==> src/rtl/pgload_pkg.sv <==
// Shared definitions for the UART program loader.
//   - pgload_state_e : loader FSM states (StChk exists only with PGLOAD_CHECKSUM_EN)
//   - rx_state_e     : UART byte receiver states
//   - SYNC_BYTE      : frame start marker
//   - calc_div()     : clocks per UART bit, rounded to nearest
// Optional feature macro: PGLOAD_CHECKSUM_EN
package pgload_pkg;

    localparam logic [7:0] SYNC_BYTE = 8'hA5;

    typedef enum logic [2:0] {
        StIdle,
        StCntL,
        StCntH,
        StDatL,
        StDatH,
`ifdef PGLOAD_CHECKSUM_EN
        StChk,
`endif
        StDone
    } pgload_state_e;

    typedef enum logic [1:0] {
        RxIdle,
        RxStart,
        RxData,
        RxStop
    } rx_state_e;

    function automatic int unsigned calc_div(input int unsigned clk_hz, input int unsigned baud);
        return (clk_hz + baud / 2) / baud;
    endfunction

endpackage

==> src/rtl/uart_rx_byte.sv <==
// 8N1 UART byte receiver.
// Ports:
//   clk_i       system clock
//   rst_i       synchronous active-high reset
//   rxd_i       asynchronous serial input, idle high
//   byte_o      last received byte (stable until the next byte completes)
//   valid_o     1-clock pulse, cycle after a good stop-bit sample
//   frame_err_o 1-clock pulse, cycle after a stop-bit sample of 0
module uart_rx_byte
    import pgload_pkg::*;
#(
    parameter int unsigned Div = 10
) (
    input  logic       clk_i,
    input  logic       rst_i,
    input  logic       rxd_i,
    output logic [7:0] byte_o,
    output logic       valid_o,
    output logic       frame_err_o
);

    localparam int unsigned Half = Div / 2;
    localparam int unsigned CntW = $clog2(Div);

    logic            sync1_q, sync2_q, prev_q;
    rx_state_e       state_q, state_d;
    logic [CntW-1:0] cnt_q, cnt_d;
    logic [2:0]      bit_q, bit_d;
    logic [7:0]      shift_q, shift_d;
    logic            valid_q, valid_d;
    logic            ferr_q, ferr_d;

    // Two-flop synchronizer plus one delayed copy for falling-edge detection.
    always_ff @(posedge clk_i) begin
        if (rst_i) begin
            sync1_q <= 1'b1;
            sync2_q <= 1'b1;
            prev_q  <= 1'b1;
        end else begin
            sync1_q <= rxd_i;
            sync2_q <= sync1_q;
            prev_q  <= sync2_q;
        end
    end

    always_comb begin
        state_d = state_q;
        cnt_d   = cnt_q;
        bit_d   = bit_q;
        shift_d = shift_q;
        valid_d = 1'b0;
        ferr_d  = 1'b0;
        case (state_q)
            RxIdle: begin
                if (prev_q && !sync2_q) begin
                    state_d = RxStart;
                    cnt_d   = '0;
                end
            end
            RxStart: begin
                // Re-check mid start bit; a high line means the edge was a glitch.
                if (cnt_q == CntW'(Half - 1)) begin
                    cnt_d = '0;
                    if (sync2_q) begin
                        state_d = RxIdle;
                    end else begin
                        state_d = RxData;
                        bit_d   = '0;
                    end
                end else begin
                    cnt_d = cnt_q + CntW'(1);
                end
            end
            RxData: begin
                if (cnt_q == CntW'(Div - 1)) begin
                    cnt_d   = '0;
                    shift_d = {sync2_q, shift_q[7:1]};
                    bit_d   = bit_q + 3'd1;
                    if (bit_q == 3'd7) begin
                        state_d = RxStop;
                    end
                end else begin
                    cnt_d = cnt_q + CntW'(1);
                end
            end
            RxStop: begin
                if (cnt_q == CntW'(Div - 1)) begin
                    cnt_d   = '0;
                    state_d = RxIdle;
                    if (sync2_q) begin
                        valid_d = 1'b1;
                    end else begin
                        ferr_d = 1'b1;
                    end
                end else begin
                    cnt_d = cnt_q + CntW'(1);
                end
            end
            default: state_d = RxIdle;
        endcase
    end

    always_ff @(posedge clk_i) begin
        if (rst_i) begin
            state_q <= RxIdle;
            cnt_q   <= '0;
            bit_q   <= '0;
            shift_q <= '0;
            valid_q <= 1'b0;
            ferr_q  <= 1'b0;
        end else begin
            state_q <= state_d;
            cnt_q   <= cnt_d;
            bit_q   <= bit_d;
            shift_q <= shift_d;
            valid_q <= valid_d;
            ferr_q  <= ferr_d;
        end
    end

    assign byte_o      = shift_q;
    assign valid_o     = valid_q;
    assign frame_err_o = ferr_q;

endmodule

==> src/rtl/uart_prog_loader.sv <==
// Serial boot loader: receives a framed program image over 8N1 UART and writes it
// as 16-bit words into the RAM_BIOS download port, holding the CPU in reset meanwhile.
// Frame: A5, count_lo, count_hi, N x (lo, hi), [chk when PGLOAD_CHECKSUM_EN is defined].
// Optional feature macro: PGLOAD_CHECKSUM_EN (mod-256 checksum byte + CHK state).
// Ports:
//   clk      system clock, forwarded on pg_clk_o
//   rst      synchronous active-high reset
//   rxd      UART receive line, idle high
//   pg_clk_o forwarded clock
//   pg_rst   active-low CPU hold, 1 only after a successful load
//   pg_wen   one-clock word write strobe
//   pg_din   word data (valid with pg_wen)
//   pg_adr   word address (valid with pg_wen)
//   pg_done  load complete level
//   err      sticky framing/checksum error, cleared by a sync byte or rst
module uart_prog_loader
    import pgload_pkg::*;
#(
    parameter int unsigned CLK_HZ = 10_000_000,
    parameter int unsigned BAUD   = 115200
) (
    input  logic        clk,
    input  logic        rst,
    input  logic        rxd,
    output logic        pg_clk_o,
    output logic        pg_rst,
    output logic        pg_wen,
    output logic [15:0] pg_din,
    output logic [15:0] pg_adr,
    output logic        pg_done,
    output logic        err
);

    localparam int unsigned Div = calc_div(CLK_HZ, BAUD);

    logic [7:0] rx_byte;
    logic       rx_valid;
    logic       rx_ferr;

    uart_rx_byte #(
        .Div (Div)
    ) u_rx (
        .clk_i       (clk),
        .rst_i       (rst),
        .rxd_i       (rxd),
        .byte_o      (rx_byte),
        .valid_o     (rx_valid),
        .frame_err_o (rx_ferr)
    );

    pgload_state_e state_q, state_d;
    logic [7:0]    cnt_lo_q, cnt_lo_d;
    logic [15:0]   rem_q, rem_d;
    logic [7:0]    lo_q, lo_d;
    logic [15:0]   adr_q, adr_d;
    logic          wen_q, wen_d;
    logic [15:0]   din_q, din_d;
    logic [15:0]   adr_out_q, adr_out_d;
    logic          done_q, done_d;
    logic          err_q, err_d;
`ifdef PGLOAD_CHECKSUM_EN
    logic [7:0]    sum_q, sum_d;
`endif

    always_comb begin
        state_d   = state_q;
        cnt_lo_d  = cnt_lo_q;
        rem_d     = rem_q;
        lo_d      = lo_q;
        adr_d     = adr_q;
        wen_d     = 1'b0;
        din_d     = din_q;
        adr_out_d = adr_out_q;
        done_d    = done_q;
        err_d     = err_q;
`ifdef PGLOAD_CHECKSUM_EN
        sum_d     = sum_q;
`endif
        if (rx_ferr) begin
            // Bad byte is dropped; a frame in progress is abandoned.
            err_d = 1'b1;
            if (state_q != StIdle && state_q != StDone) begin
                state_d = StIdle;
            end
        end else if (rx_valid) begin
            case (state_q)
                StIdle, StDone: begin
                    if (rx_byte == SYNC_BYTE) begin
                        state_d = StCntL;
                        err_d   = 1'b0;
                        done_d  = 1'b0;
                        adr_d   = '0;
`ifdef PGLOAD_CHECKSUM_EN
                        sum_d   = '0;
`endif
                    end
                end
                StCntL: begin
                    cnt_lo_d = rx_byte;
                    state_d  = StCntH;
`ifdef PGLOAD_CHECKSUM_EN
                    sum_d    = sum_q + rx_byte;
`endif
                end
                StCntH: begin
                    rem_d = {rx_byte, cnt_lo_q};
`ifdef PGLOAD_CHECKSUM_EN
                    sum_d = sum_q + rx_byte;
`endif
                    if ({rx_byte, cnt_lo_q} == 16'd0) begin
`ifdef PGLOAD_CHECKSUM_EN
                        state_d = StChk;
`else
                        state_d = StDone;
                        done_d  = 1'b1;
`endif
                    end else begin
                        state_d = StDatL;
                    end
                end
                StDatL: begin
                    lo_d    = rx_byte;
                    state_d = StDatH;
`ifdef PGLOAD_CHECKSUM_EN
                    sum_d   = sum_q + rx_byte;
`endif
                end
                StDatH: begin
                    wen_d     = 1'b1;
                    din_d     = {rx_byte, lo_q};
                    adr_out_d = adr_q;
                    adr_d     = adr_q + 16'd1;
                    rem_d     = rem_q - 16'd1;
`ifdef PGLOAD_CHECKSUM_EN
                    sum_d     = sum_q + rx_byte;
`endif
                    if (rem_q == 16'd1) begin
`ifdef PGLOAD_CHECKSUM_EN
                        state_d = StChk;
`else
                        state_d = StDone;
                        done_d  = 1'b1;
`endif
                    end else begin
                        state_d = StDatL;
                    end
                end
`ifdef PGLOAD_CHECKSUM_EN
                StChk: begin
                    if (rx_byte == sum_q) begin
                        state_d = StDone;
                        done_d  = 1'b1;
                    end else begin
                        state_d = StIdle;
                        err_d   = 1'b1;
                    end
                end
`endif
                default: state_d = StIdle;
            endcase
        end
    end

    always_ff @(posedge clk) begin
        if (rst) begin
            state_q   <= StIdle;
            cnt_lo_q  <= '0;
            rem_q     <= '0;
            lo_q      <= '0;
            adr_q     <= '0;
            wen_q     <= 1'b0;
            din_q     <= '0;
            adr_out_q <= '0;
            done_q    <= 1'b0;
            err_q     <= 1'b0;
`ifdef PGLOAD_CHECKSUM_EN
            sum_q     <= '0;
`endif
        end else begin
            state_q   <= state_d;
            cnt_lo_q  <= cnt_lo_d;
            rem_q     <= rem_d;
            lo_q      <= lo_d;
            adr_q     <= adr_d;
            wen_q     <= wen_d;
            din_q     <= din_d;
            adr_out_q <= adr_out_d;
            done_q    <= done_d;
            err_q     <= err_d;
`ifdef PGLOAD_CHECKSUM_EN
            sum_q     <= sum_d;
`endif
        end
    end

    assign pg_clk_o = clk;
    // CPU is released exactly when a load has completed successfully.
    assign pg_rst   = done_q;
    assign pg_done  = done_q;
    assign pg_wen   = wen_q;
    assign pg_din   = din_q;
    assign pg_adr   = adr_out_q;
    assign err      = err_q;

endmodule

==> config.mk <==
export PLATFORM = sky130hd
export DESIGN_NAME = uart_prog_loader
export DESIGN_NICKNAME = d
export VERILOG_FILES = /design/src/rtl/pgload_pkg.sv /design/src/rtl/uart_rx_byte.sv /design/src/rtl/uart_prog_loader.sv
export SDC_FILE = /design/constraint.sdc
export NUM_CORES = 1
export LEC_CHECK = 0
export ABC_AREA = 1
export CAP_MARGIN = 10
export CELL_PAD_IN_SITES_DETAIL_PLACEMENT = 1
export CELL_PAD_IN_SITES_GLOBAL_PLACEMENT = 1
export CORE_UTILIZATION = 42
export CTS_CLUSTER_SIZE = 10
export DETAILED_ROUTE_END_ITERATION = 7
export GPL_TIMING_DRIVEN = 0
export HOLD_SLACK_MARGIN = 0.15
export PLACE_DENSITY = 0.9
export SYNTH_ARGS = -nofsm -noshare
export SYNTH_HDL_FRONTEND = slang
export SYNTH_SLANG_ARGS = --single-unit
==> constraint.sdc <==
create_clock -name clk -period 1.9 [get_ports clk]
set_input_delay 0.38 -clock clk [delete_from_list [all_inputs] [get_ports clk]]
set_output_delay 0.38 -clock clk [all_outputs]
set_load 0.02 [all_outputs]
==> out/qor_table.md, run 1 <==
| Step | Parameter | This run |
| --- | --- | --- |
| timing | Max-Slew Margin vs Limit | 54.4% |
| finish | N_diodes | 0 |
| min path | Min-Delay Endpoint | u_rx.sync2_q |
| timing | Fin Clk Skew | 0.0119 ns |
| worst setup path | Largest stage delay on the critical path | 0.62 ns |
| worst setup path | CP max FO | 2 |
| outcome | Run status | complete, no violations |
| synth | Share of Yosys cell area claimed by the top area cell type | 44.2% |
| global routing | First-pass GRT wire length | 27200 um |
| global routing | Overflow after GRT | 0 |
| synth | Top post-synthesis cells by count | 121 x sky130_fd_sc_hd__nand2_1, 111 x sky130_fd_sc_hd__dfxtp_1, 91 x sky130_fd_sc_hd__o21ai_0 |
| synth | Summed instance area of the synthesized netlist | 0.00503 mm2 |
| synth | Post-synth EDFFs | 0 |
| die | Die Span Y | 111 um |
| finish | Layout fillers | 1486 |
| timing | Final count of negative-setup-slack endpoints | 0 |
| routing | Per-cell routed wire length | 18.4 um |
| routing | Detailed Routing Iterations Pass 1 | 4 |
| worst setup path | Destination of the worst register-to-register timing path | adr_q[14] |
| timing | Ratio of final minimum period to clock period | 98.3% |
| worst setup path | Cell type group with the largest total delay on the critical path | buffers and inverters |
| routing | Post-DR vias/cell | 5.69 |
| global routing | Antenna violations before repair | 0 |
| min path | Class of the worst hold path | reg -> reg |
| timing | Clock period minus final worst setup slack | 1.87 ns |
| timing | Number of slew-limit violations in the final report | 0 |
| placement | Routability cong. | 0.893 |
| pwr | Static Leak | 0.00233 uW |
| synth | Area contributors post-synth | sky130_fd_sc_hd__dfxtp_1 44%, sky130_fd_sc_hd__o21ai_0 9.1%, sky130_fd_sc_hd__nand2_1 9.0%, sky130_fd_sc_hd__a21oi_1 9.0%, sky130_fd_sc_hd__nor2_1 6.4% |
| synth | Number of instances in the synthesized netlist | 701 |
| finish | Layout-stage area growth over the synthesis result | 19.3% |
| worst setup path | Register-to-register setup slack | 0.14 ns |
| worst setup path | Master of the slowest instance on the critical path | sky130_fd_sc_hd__clkdlybuf4s50_1 |
| synth | Distinct cell type count after synthesis | 34 |
| synth | Flops & latches, synth | 111 |
| routing | Initial drt markers | 316 |
| pwr | Power Density | 826 mW/mm2 |
| synth | Cell type with the highest aggregate area in the netlist | sky130_fd_sc_hd__dfxtp_1 |
| worst setup path | Category of the worst setup path launch point | flop |
| clocking | CTS clk-pin slew, worst paths | 0.08 ns |
| global routing | Busiest layer in global routing | met2 |
| worst setup path | Buffers and inverters on the worst path | 1 |
| worst setup path | Critical Path, Cell by Cell | clkdlybuf4s50_1 |
| global routing | Met1 track utilization from global routing | 33.2% |
| min path | Start point of the worst hold path | u_rx.sync1_q |
| synth | Share of flip-flops with an asynchronous set or reset after synthesis | 0% |
| clocking | CTS tree | done |
| die | Area enclosed by the die boundary | 0.0124 mm2 |
| worst setup path | Worst path arrival time | 1.49 ns |
| routing | Total wire length after detailed routing | 16600 um |
| global routing | Number of global-route vias before repair | 5471 |
| global routing | Met2 demand-to-capacity share in global routing | 47.8% |
| finish | Final standard cell count with taps included and fillers excluded | 902 |
| routing | ANT nets after route | 0 |
| worst setup path | Element type at the critical path end | output port |
| synth | Most used flip-flop cell after synthesis | sky130_fd_sc_hd__dfxtp_1 |
| timing | Final Hold Violating Endpoints | 0 |
| die | Effective utilization at floorplan | 43.6% |
| worst setup path | Depth of the worst register-to-register path | 10 |
| min path | Hold Crit Depth | 1 |
| die | Core area | 0.0115 mm2 |
| routing | Routed via count | 5133 |
| global routing | Met3 Use GR | 6.15% |
| synth | Number of nets in the synthesized netlist | 711 |
| worst setup path | Reg-to-reg critical path startpoint | state_q[2] |
| global routing | Maximum number of pins on one net before global-route repair | 19 |
| worst setup path | WP data required | 1.52 ns |
| worst setup path | Number of cells on the critical path | 1 |
| die | Number of placed I/O pins | 40 |
| worst setup path | WS Path Type | reg -> out |
| global routing | GRT Overall Usage | 28.1% |
| flow run | Maximum Capacitance Violations | 0 |
| timing | Transition time at the pin with the least slew margin | 0.685 ns |
| pwr | Worst IR drop on VDD | 0.000685 V |
| clocking | Worst-Skew Late Latency | 0.48 ns |
| synth | Most common cell in the netlist | sky130_fd_sc_hd__nand2_1 |
| die | Number of rows created at floorplan | 39 |
| finish | Share of the core filled with cells | 52.1% |
| timing | Maximum clock frequency | 536 MHz |
| placement | Cell count after placement | 883 |
| placement | HPWL after DPL | 11300 um |
| synth | Sequential element share of the synthesized area | 44.2% |
| placement | Count of port buffers added during placement | 39 |
| synth | Mean area per synthesized cell | 7.17 um2 |
| finish | Net count reported at finish | 764 |
| finish | Layout cell share with drive strength beyond 1 | 8.43% |
| synth | Synth Warn # | 0 |
| routing | DRC | 0 |
| die | Horizontal die dimension | 111 um |
metal layers:
| layer | up-vias | wire length, um |
|---|---|---|
| met5 | - | 0 |
| met3 | 53 | 790 |
| met2 | 144 | 8200 |
| met4 | 0 | 561 |
| met1 | 2522 | 7040 |
| li1 | 2414 | - |
worst max-delay path by stage:
stage	slack, ns	to	from
final	0.03	pg_adr[15]	pg_adr[15]
after global placement	-0.27	state_q[1]	rst
after global routing	-0.009	adr_q[14]	state_q[2]
after CTS	0.03	pg_din[9]	pg_din[9]
after floorplan	0.44	pg_clk_o	clk
after detailed placement	-0.34	rem_q[12]	rst
area by class of cell:
type                       instances  area (um2)  share of cell area (%)
multi-input combinational        486        2380                    39.7
buffer                            30         165                    2.75
clock inverter                     4        58.8                   0.981
inverter                          74         278                    4.63
clock buffer                      16         337                    5.61
tap                              143         179                    2.98
timing repair buffer              38         379                    6.32
sequential                       111        2220                    37.1
what timing repair did:
| action | in CTS | in global routing |
|---|---|---|
| gates resized for setup | 5 | 5 |
| hold buffers | 0 | 0 |
| setup buffers | 0 | 0 |
| endpoints found under the setup margin | 2 | 7 |
cell usage in the layout (no fill, tap or decap), drive strengths merged:
cell,n
and3,3
clkbuf,26
nand4,6
nor3,6
o21ai,97
o211ai,4
a211oi,3
dfxtp,111
xnor2,1
inv,76
nor3b,1
nor2,94
a31oi,1
clkdlybuf4s50,37
ha,7
o31ai,2
bufinv,1
a21oi,90
nand3,44
buf,20
nand3b,3
dlygate4sd2,1
clkinv,1
nand2,122
or2,2
through the flow:
stage               instance area, um2  total power [uW]  TNS (ns)  worst slack, ns  hold slack (ns)
floorplan                         5030              2560         0            0.436            0.389
global placement                  5600              2650     -5.26           -0.269            0.391
detailed placement                5600              2660     -6.78           -0.345            0.405
CTS                               5980              4970         0           0.0299            0.423
global route                      6000              5080  -0.00873         -0.00873            0.444
finish                            6000              4950         0           0.0331            0.418
kinds of logic (layout without fill, tap and decap cells):
family                   Yosys count  count (layout)  share of synthesized area (%)
flip-flops                       111             111                           44.2
buffers and inverters            104             162                           8.81
AO/OA/AOI/OAI                    197             197                           20.5
XOR/XNOR                           1               1                          0.174
AND/OR/NAND/NOR                  281             281                           24.6
adder cells (fa/ha/maj)            7               7                           1.74
state kept, by name, summed over array words and instances, names as in the netlist, 3 cells and up, named ones only:
signal	count
adr_q	16
cnt_lo_q	8
lo_q	8
pg_adr	16
pg_din	16
rem_q	16
state_q	3
u_rx.bit_q	3
u_rx.byte_o	8
u_rx.cnt_q	7
power by group:
part	switching (uW)	internal, uW
logic	124	40.6
registers	14.4	2340
clock network	1010	1420
(Power assumes the default switching activity.)
==> run 2, diff against run 1 <==
--- a/config.mk
+++ b/config.mk
@@ -12,2 +12,3 @@
 export CORE_UTILIZATION = 42
+export CTS_CLUSTER_DIAMETER = 50
 export CTS_CLUSTER_SIZE = 10
@@ -17,2 +18,3 @@
 export PLACE_DENSITY = 0.9
+export SLEW_MARGIN = 20
 export SYNTH_ARGS = -nofsm -noshare
--- a/constraint.sdc
+++ b/constraint.sdc
@@ -3,2 +3,2 @@
 set_output_delay 0.38 -clock clk [all_outputs]
-set_load 0.02 [all_outputs]
+set_load 0.005 [all_outputs]
==> out/qor_table.md, run 2 (synthesized netlist as in run 1, its figures left out) <==
| Step | Parameter | This run |
| --- | --- | --- |
| min path | Class of the worst hold path | reg -> reg |
| placement | Cell count after placement | 883 |
| worst setup path | Worst path arrival time | 1.44 ns |
| clocking | Number of buffers added for setup after CTS | 0 |
| global routing | Number of global-route vias before repair | 5471 |
| clocking | CTS tree | done |
| die | Effective utilization at floorplan | 43.6% |
| timing | WHS | 0.418 ns |
| placement | Routability cong. | 0.893 |
| global routing | Met2 demand-to-capacity share in global routing | 47.8% |
| timing | Max-Slew Margin vs Limit | 54.4% |
| pwr | Worst IR drop on VDD | 0.000675 V |
| finish | Area of the multi-input gates | 0.00238 mm2 |
| routing | Detailed Routing Iterations Pass 1 | 4 |
| routing | ANT nets after route | 0 |
| worst setup path | Depth of the worst register-to-register path | 10 |
| global routing | Met3 Use GR | 6.15% |
| global routing | Maximum number of pins on one net before global-route repair | 19 |
| routing | Initial drt markers | 316 |
| routing | DRC | 0 |
| worst setup path | Destination of the worst register-to-register timing path | adr_q[14] |
| timing | Number of slew-limit violations in the final report | 0 |
| pwr | Power Density | 821 mW/mm2 |
| finish | Share of the core filled with cells | 52.1% |
| worst setup path | Reg-to-reg critical path startpoint | state_q[2] |
| die | Number of rows created at floorplan | 39 |
| clocking | CTS clk-pin slew, worst paths | 0.08 ns |
| die | Die Span Y | 111 um |
| global routing | GRT Overall Usage | 28.1% |
| worst setup path | WP data required | 1.52 ns |
| finish | Final standard cell count with taps included and fillers excluded | 902 |
| min path | Start point of the worst hold path | u_rx.sync1_q |
| placement | Count of port buffers added during placement | 39 |
| worst setup path | Category of the worst setup path launch point | clock port |
| placement | HPWL after DPL | 11300 um |
| die | Horizontal die dimension | 111 um |
| routing | Per-cell routed wire length | 18.4 um |
| finish | Layout cell share with drive strength beyond 1 | 8.43% |
| timing | Final Hold Violating Endpoints | 0 |
| global routing | Busiest layer in global routing | met2 |
| clocking | Quantity of gates resized following cts | 4 |
| finish | Commonest cells after routing, fill and taps aside | 121 x sky130_fd_sc_hd__nand2_1, 111 x sky130_fd_sc_hd__dfxtp_1, 91 x sky130_fd_sc_hd__o21ai_0 |
| finish | Area of all sequential standard cells | 0.00222 mm2 |
| die | Number of placed I/O pins | 40 |
| die | Core area | 0.0115 mm2 |
| worst setup path | Register-to-register setup slack | 0.14 ns |
| routing | Total wire length after detailed routing | 16600 um |
| global routing | Antenna violations before repair | 0 |
| global routing | Met1 track utilization from global routing | 33.2% |
| finish | Net count reported at finish | 764 |
| outcome | Run status | complete, no violations |
| finish | Layout fillers | 1487 |
| finish | Most common cell after layout, fill and taps aside | sky130_fd_sc_hd__nand2_1 |
| global routing | First-pass GRT wire length | 27200 um |
| worst setup path | WS Path Type | clk -> out |
| worst setup path | CP max FO | 2 |
| min path | Min-Delay Endpoint | u_rx.sync2_q |
| clocking | Post-CTS Hold Fix Bufs | 0 |
| timing | Transition time at the pin with the least slew margin | 0.685 ns |
| routing | Post-DR vias/cell | 5.69 |
| worst setup path | Element type at the critical path end | output port |
| finish | Layout-stage area growth over the synthesis result | 19.3% |
| timing | Fin Clk Skew | 0.0119 ns |
| global routing | Overflow after GRT | 0 |
| pwr | Total power | 4930 uW |
| timing | Final count of negative-setup-slack endpoints | 0 |
| flow run | Maximum Capacitance Violations | 0 |
| die | Area enclosed by the die boundary | 0.0124 mm2 |
| min path | Hold Crit Depth | 1 |
| clocking | Worst-Skew Late Latency | 0.48 ns |
| finish | N_diodes | 0 |
| routing | Routed via count | 5133 |
| pwr | Static Leak | 0.00233 uW |
==> run 2: cell count changes in the layout (fill, tap and decap cells not counted) <==
cell,change
sky130_fd_sc_hd__clkdlybuf4s50_1,+1
sky130_fd_sc_hd__dlygate4sd2_1,-1
==> run 2: final cells by class <==
type | count | area share (%)
tap | 143 | 2.98
inverter | 74 | 4.63
sequential | 111 | 37.0
multi-input combinational | 486 | 39.7
timing repair buffer | 38 | 6.34
clock inverter | 4 | 0.980
clock buffer | 16 | 5.61
buffer | 30 | 2.75
==> run 2: metrics by stage <==
stage          area (um2)  setup slack [ns]  setup TNS [ns]
2_1_floorplan        5030             0.459               0
3_3_place_gp         5600            -0.269           -5.21
3_5_place_dp         5600            -0.345           -6.73
4_1_cts              5980            0.0501               0
5_1_grt              6000          -0.00873        -0.00873
6_report             6000            0.0780               0
==> run 2: report_power, final <==
| part | internal, uW | total, uW | switching [uW] |
|---|---|---|---|
| registers | 2340 | 2350 | 14.4 |
| logic | 40.6 | 165 | 124 |
| clock network | 1420 | 2410 | 989 |
==> run 2: layer usage <==
metal / vias to the layer above / share of wire (%)
li1: 2414 / -
met1: 2522 / 42
met2: 144 / 49
met3: 53 / 4.8
met4: 0 / 3.4
met5: - / 0
==> run 2: critical path, stage by stage <==
cell,delay (ns)
sky130_fd_sc_hd__clkbuf_16,0.12
sky130_fd_sc_hd__clkbuf_16,0.13
sky130_fd_sc_hd__buf_4,0.13
sky130_fd_sc_hd__buf_2,0.12
==> run 2: worst max path at each step <==
stage / start / end / cells after the start
2_1_floorplan: clk / pg_clk_o / 1
3_5_place_dp: rst / rem_q[12] / 4
6_report: clk / pg_clk_o / 4
5_1_grt: state_q[2] / adr_q[14] / 10
4_1_cts: u_rx.frame_err_o / adr_q[14] / 9
3_3_place_gp: rst / state_q[1] / 4
==> run 3, diff against run 2 <==
- CAP_MARGIN: 10 -> default
==> results of run 3 <==
Same layout as run 2: the final DEF is identical, and so are final timing and power.
